==> src/rtl/regfile_mp.sv <==
// Parametrised multi-port register file with optional registered reads,
// write-to-read bypass and a per-register busy scoreboard for multicycle producers.
module regfile_mp #(
  parameter  int XLEN     = 32,
  parameter  int DEPTH    = 32,
  localparam int AW       = $clog2(DEPTH),
  parameter  int NUM_RD   = 2,
  parameter  int ZERO_REG = 1,
  parameter  int READ_REG = 0,
  parameter  int BYPASS   = 1
) (
  input  logic                     clk,
  input  logic                     reset_n,
  input  logic [NUM_RD*AW-1:0]     rd_addr,
  output logic [NUM_RD*XLEN-1:0]   rd_data,
  output logic [NUM_RD-1:0]        rd_busy,
  input  logic                     wr_en,
  input  logic [AW-1:0]            wr_addr,
  input  logic [XLEN-1:0]          wr_data,
  input  logic                     busy_set,
  input  logic [AW-1:0]            busy_addr,
  output logic                     busy_any
);

  logic [XLEN-1:0]        mem_q [DEPTH];
  logic [XLEN-1:0]        mem_d [DEPTH];
  logic [DEPTH-1:0]       busy_q, busy_d;
  logic                   wr_ok, set_ok;
  logic [NUM_RD*XLEN-1:0] rd_val;

  // A write or busy mark aimed at the hardwired zero entry is dropped here,
  // so mem_q[0] and busy_q[0] never leave their reset value.
  always_comb begin
    // NOTE: combinational blocks use blocking '=' and assign every output a
    // default first, so the later conditional updates can never infer a latch.
    wr_ok  = reset_n && wr_en    && !(ZERO_REG != 0 && wr_addr   == '0);
    set_ok = reset_n && busy_set && !(ZERO_REG != 0 && busy_addr == '0);
    mem_d  = mem_q;
    busy_d = busy_q;
    if (wr_ok) begin
      mem_d[wr_addr]  = wr_data;
      busy_d[wr_addr] = 1'b0;
    end
    if (set_ok) begin
      busy_d[busy_addr] = 1'b1;
    end
  end

  always_ff @(posedge clk) begin
    // NOTE: the register array is deliberately cleared by the synchronous
    // reset; software relies on every entry reading zero after reset.
    if (!reset_n) begin
      for (int i = 0; i < DEPTH; i++) begin
        mem_q[i] <= '0;
      end
      busy_q <= '0;
    end else begin
      mem_q  <= mem_d;
      busy_q <= busy_d;
    end
  end

  always_comb begin
    logic [AW-1:0] raddr;
    logic          fwd;
    logic          is_zero;
    rd_val  = '0;
    rd_busy = '0;
    for (int i = 0; i < NUM_RD; i++) begin
      raddr   = rd_addr[i*AW +: AW];
      fwd     = (BYPASS != 0) && wr_ok && (wr_addr == raddr);
      is_zero = (ZERO_REG != 0) && (raddr == '0);
      if (is_zero) begin
        rd_val[i*XLEN +: XLEN] = '0;
      end else if (fwd) begin
        rd_val[i*XLEN +: XLEN] = wr_data;
      end else begin
        rd_val[i*XLEN +: XLEN] = mem_q[raddr];
      end
      // A completing write hides the busy bit unless a new producer claims it.
      rd_busy[i] = busy_q[raddr] && !is_zero &&
                   !(fwd && !(set_ok && busy_addr == raddr));
    end
  end

  assign busy_any = |busy_q;

  if (READ_REG != 0) begin : g_read_reg
    logic [NUM_RD*XLEN-1:0] rd_data_q, rd_data_d;

    always_comb begin
      rd_data_d = rd_val;
    end

    always_ff @(posedge clk) begin
      if (!reset_n) begin
        rd_data_q <= '0;
      end else begin
        rd_data_q <= rd_data_d;
      end
    end

    assign rd_data = rd_data_q;
  end else begin : g_read_comb
    assign rd_data = rd_val;
  end

endmodule

==> config.mk <==
export PLATFORM = sky130hd
export DESIGN_NAME = regfile_mp
export DESIGN_NICKNAME = d
export VERILOG_FILES = /design/src/rtl/regfile_mp.sv
export SDC_FILE = /design/constraint.sdc
export NUM_CORES = 2
export LEC_CHECK = 0
export BUFFER_PORTS_ARGS = -buffer_cell sky130_fd_sc_hd__buf_2
export CORE_MARGIN = 2
export CORE_UTILIZATION = 62
export CTS_BUF_LIST = sky130_fd_sc_hd__clkbuf_16
export CTS_CLUSTER_SIZE = 24
export DETAILED_ROUTE_END_ITERATION = 12
export PLACE_DENSITY = 0.79
export SLEW_MARGIN = 10
export SYNTH_ARGS = -nofsm -noshare
export SYNTH_HDL_FRONTEND = slang
export SYNTH_SLANG_ARGS = --single-unit
==> constraint.sdc <==
create_clock -name clk -period 3.6 [get_ports clk]
set_input_delay 0.36 -clock clk [delete_from_list [all_inputs] [get_ports clk]]
set_output_delay 0.36 -clock clk [all_outputs]
set_load 0.02 [all_outputs]
==> flow_summary.json <==
{
  "routed_via_density": 7.12,
  "ys_types": 75,
  "antenna_found_initial": 18,
  "hold_ws_ns": 0.0822,
  "crit_arrival_ns": 3.24,
  "leakage_uw": 0.0211,
  "switchingPower_uw": 6920,
  "core_area_sq_um": 91800,
  "rows": 111,
  "fillCellCount": 6942,
  "drt_iter0_markers": 9073,
  "power-per-cell-area_nw_per_um2": 404,
  "drtPass1Iterations": 10,
  "final-hold-violation-count": 0,
  "portBuffers": 122,
  "remaining_drc_errors": 0,
  "dp.final_hpwl_microns": 139000,
  "nets": 6296,
  "yosysWarnings": 0,
  "synth_compound_area_frac": 0.185,
  "comb_power_share": 0.112,
  "cts_made_buffers": 110,
  "yosys_most_used_dff": "dfxtp_1",
  "place_congestion": 1.06,
  "max_freq_mhz": 278,
  "switching_share": 0.272,
  "layout-drive-gt1-share": 0.175,
  "syn_inst": 6379,
  "grt_usage": 0.474,
  "clock_latency_ns": 0.70,
  "cap_violations": 0,
  "layout_common_cells": "2069 x nand2_1, 1056 x dfxtp_1, 950 x a21boi_0, 406 x mux4_2, 222 x buf_4",
  "synth-async-reset-ratio": 0,
  "seq_power_share": 0.462,
  "synth-edff-count": 0,
  "worstSetupPathType": "in2out",
  "chipHeight_microns": 308,
  "synth_xor_area_frac": 0.00305,
  "yosys.area_share.simple": 0.178,
  "final_util": 0.686,
  "hp-class": "in2reg",
  "setup-violations-final": 0,
  "ant_nets": 0,
  "crit_fanout": 11,
  "endpoint_kind": "primary output",
  "synth_nets": 6435,
  "slew-limit-headroom": 0.0264,
  "synth.area.mux_share": 0.206,
  "ctsLongestPathBuffers": 3,
  "crit_required_ns": 3.24,
  "synth_area_sq_um": 57500,
  "grt_pass1_wl_microns": 332000,
  "ir_drop_v": 0.000388,
  "dieArea_sq_um": 95200,
  "post-cts-setup-buffer-count": 0,
  "h-tree-depth": 3,
  "skew_ns": 0,
  "final_common_cell": "nand2_1",
  "p_int_uw": 18500,
  "start_kind": "primary input",
  "clock_sinks": 1056,
  "ios": 123,
  "rsz0062_at_grt": "false",
  "area_growth_syn_to_layout_pct": 9.62,
  "die_w_microns": 308,
  "synth_top_family_by_area": "multiplexers",
  "slew_viol_final": 0,
  "num_vias": 54000,
  "clk_pin_slew_worst_paths_ns": 0.06,
  "wirelength_microns": 230000,
  "wl_per_cell_microns": 30.3,
  "fin_crit_sh": 1.00,
  "ys_ff_latch": 1056,
  "globalRoute.totalOverflow": 0,
  "worst_pin_slew_ns": 1.46,
  "tritoncts": "yes",
  "grt_pass1_vias": 51000,
  "pwr-share-clk": 0.426,
  "ys_seq_area_frac": 0.368,
  "clockRootBuffer": "clkbuf_16",
  "status": "complete, no violations",
  "grt_max_degree": 287,
  "initial_utilization": 0.626,
  "synthAdderAreaFrac": 0,
  "min_period_ns": 3.60,
  "fin_setup_tns_ns": 0,
  "syn_avg_cell_area_sq_um": 9.01
}
==> metal layers <==
layer,track usage,up-vias,part of all wire
li1,-,22100,-
met1,0.592,25400,0.33
met2,0.657,4993,0.40
met3,0.201,1465,0.18
met4,0.336,16,0.088
met5,0,-,0.00046
==> what timing repair did <==
item | in CTS | in global routing
hold buffers | 2 | 0
resized for setup | 0 | 3
endpoints found under the setup margin | 0 | 2
endpoints found under the hold margin | 20 | 0
==> worst max-delay path, cell delays in order <==
cell and delay [ns]:
buf_2 0.16, or4_1 0.59, o21bai_4 0.24, or4b_2 0.19, nand2_2 0.35, a211oi_1 0.75, a211o_1 0.36, buf_2 0.23
==> metrics by stage <==
stage          cell area [sq um]  cells  setup WS [ns]  power, uW
6_report                   63000   7581       0.000661      25500
5_1_grt                    63000   7569         0.0568      25900
4_1_cts                    63000   7569         0.0612      25200
3_5_place_dp               59600   7369         0.0648      14700
3_3_place_gp               59600   7369         0.0871      14700
2_1_floorplan              57500   6379           1.07      13700
==> worst paths after layout <==
check	from	to	slack, ns	cells past startpoint
worst max-delay path	wr_addr[0]	rd_data[33]	0.0007	8
worst min-delay path	wr_data[9]	mem_q[233]	0.08	3
worst max register to register	mem_q[728]	mem_q[728]	2.81	2
worst min register to register	mem_q[926]	mem_q[926]	0.47	2
==> logic make-up after synthesis <==
kind of cell / Yosys count
buffers and inverters: 672
AND/OR/NAND/NOR: 2537
XOR/XNOR: 20
flip-flops: 1056
multiplexers: 667
AO/OA/AOI/OAI: 1427
==> sequential cells by signal, indices dropped and copies added, names as in the netlist <==
register,cells
mem_q,1024
busy_q,32
==> power by group through the flow <==
stage               Sequential, uW  Combinational [uW]  Clock [uW]
CTS                          11800                2670       10800
floorplan                    12000                1700           0
finish                       11800                2860       10800
global route                 11800                2850       11300
global placement             12000                2640           0
detailed placement           12000                2660           0
==> cells in the mapped netlist, types with 6 or more instances <==
master | number | area share
nor2b_1 | 41 | 0.0045
mux2_2 | 49 | 0.0096
a21boi_1 | 42 | 0.0055
mux4_2 | 406 | 0.16
o21ai_0 | 50 | 0.0044
o221ai_1 | 10 | 0.0015
and2_1 | 41 | 0.0045
a221oi_1 | 57 | 0.0087
a22oi_1 | 29 | 0.0038
buf_4 | 56 | 0.0073
nand3_1 | 42 | 0.0037
buf_6 | 39 | 0.0076
o21ai_1 | 21 | 0.0018
mux2i_1 | 208 | 0.036
o311ai_1 | 6 | 0.00091
or2_2 | 7 | 0.00076
a21boi_0 | 950 | 0.12
buf_2 | 135 | 0.012
and3_1 | 8 | 0.00087
o22ai_1 | 89 | 0.0097
a211oi_1 | 27 | 0.0035
buf_1 | 8 | 0.00052
a32o_1 | 14 | 0.0024
a221o_1 | 26 | 0.0045
o32ai_1 | 7 | 0.0011
nor3_1 | 69 | 0.0060
a21oi_1 | 37 | 0.0032
a31oi_1 | 10 | 0.0011
xor2_1 | 8 | 0.0012
clkbuf_1 | 407 | 0.027
buf_12 | 12 | 0.0042
nor4_1 | 44 | 0.0048
nand2b_1 | 15 | 0.0016
nand2_1 | 2100 | 0.14
o31ai_1 | 11 | 0.0014
nor2_1 | 143 | 0.0093
dfxtp_1 | 1056 | 0.37
buf_8 | 8 | 0.0021
xnor2_1 | 12 | 0.0018
==> area by class of cell <==
class                      count  area, sq um  share of cell area
timing repair buffer         416         3770              0.0598
multi-input combinational   4651        33200               0.527
sequential                  1056        21100               0.336
antenna                       12         30.0            0.000477
clock inverter                86          492             0.00780
tap                         1243         1560              0.0247
clock buffer                 112         2800              0.0445
inverter                       5         18.8            0.000298
(Power assumes the default switching activity.)
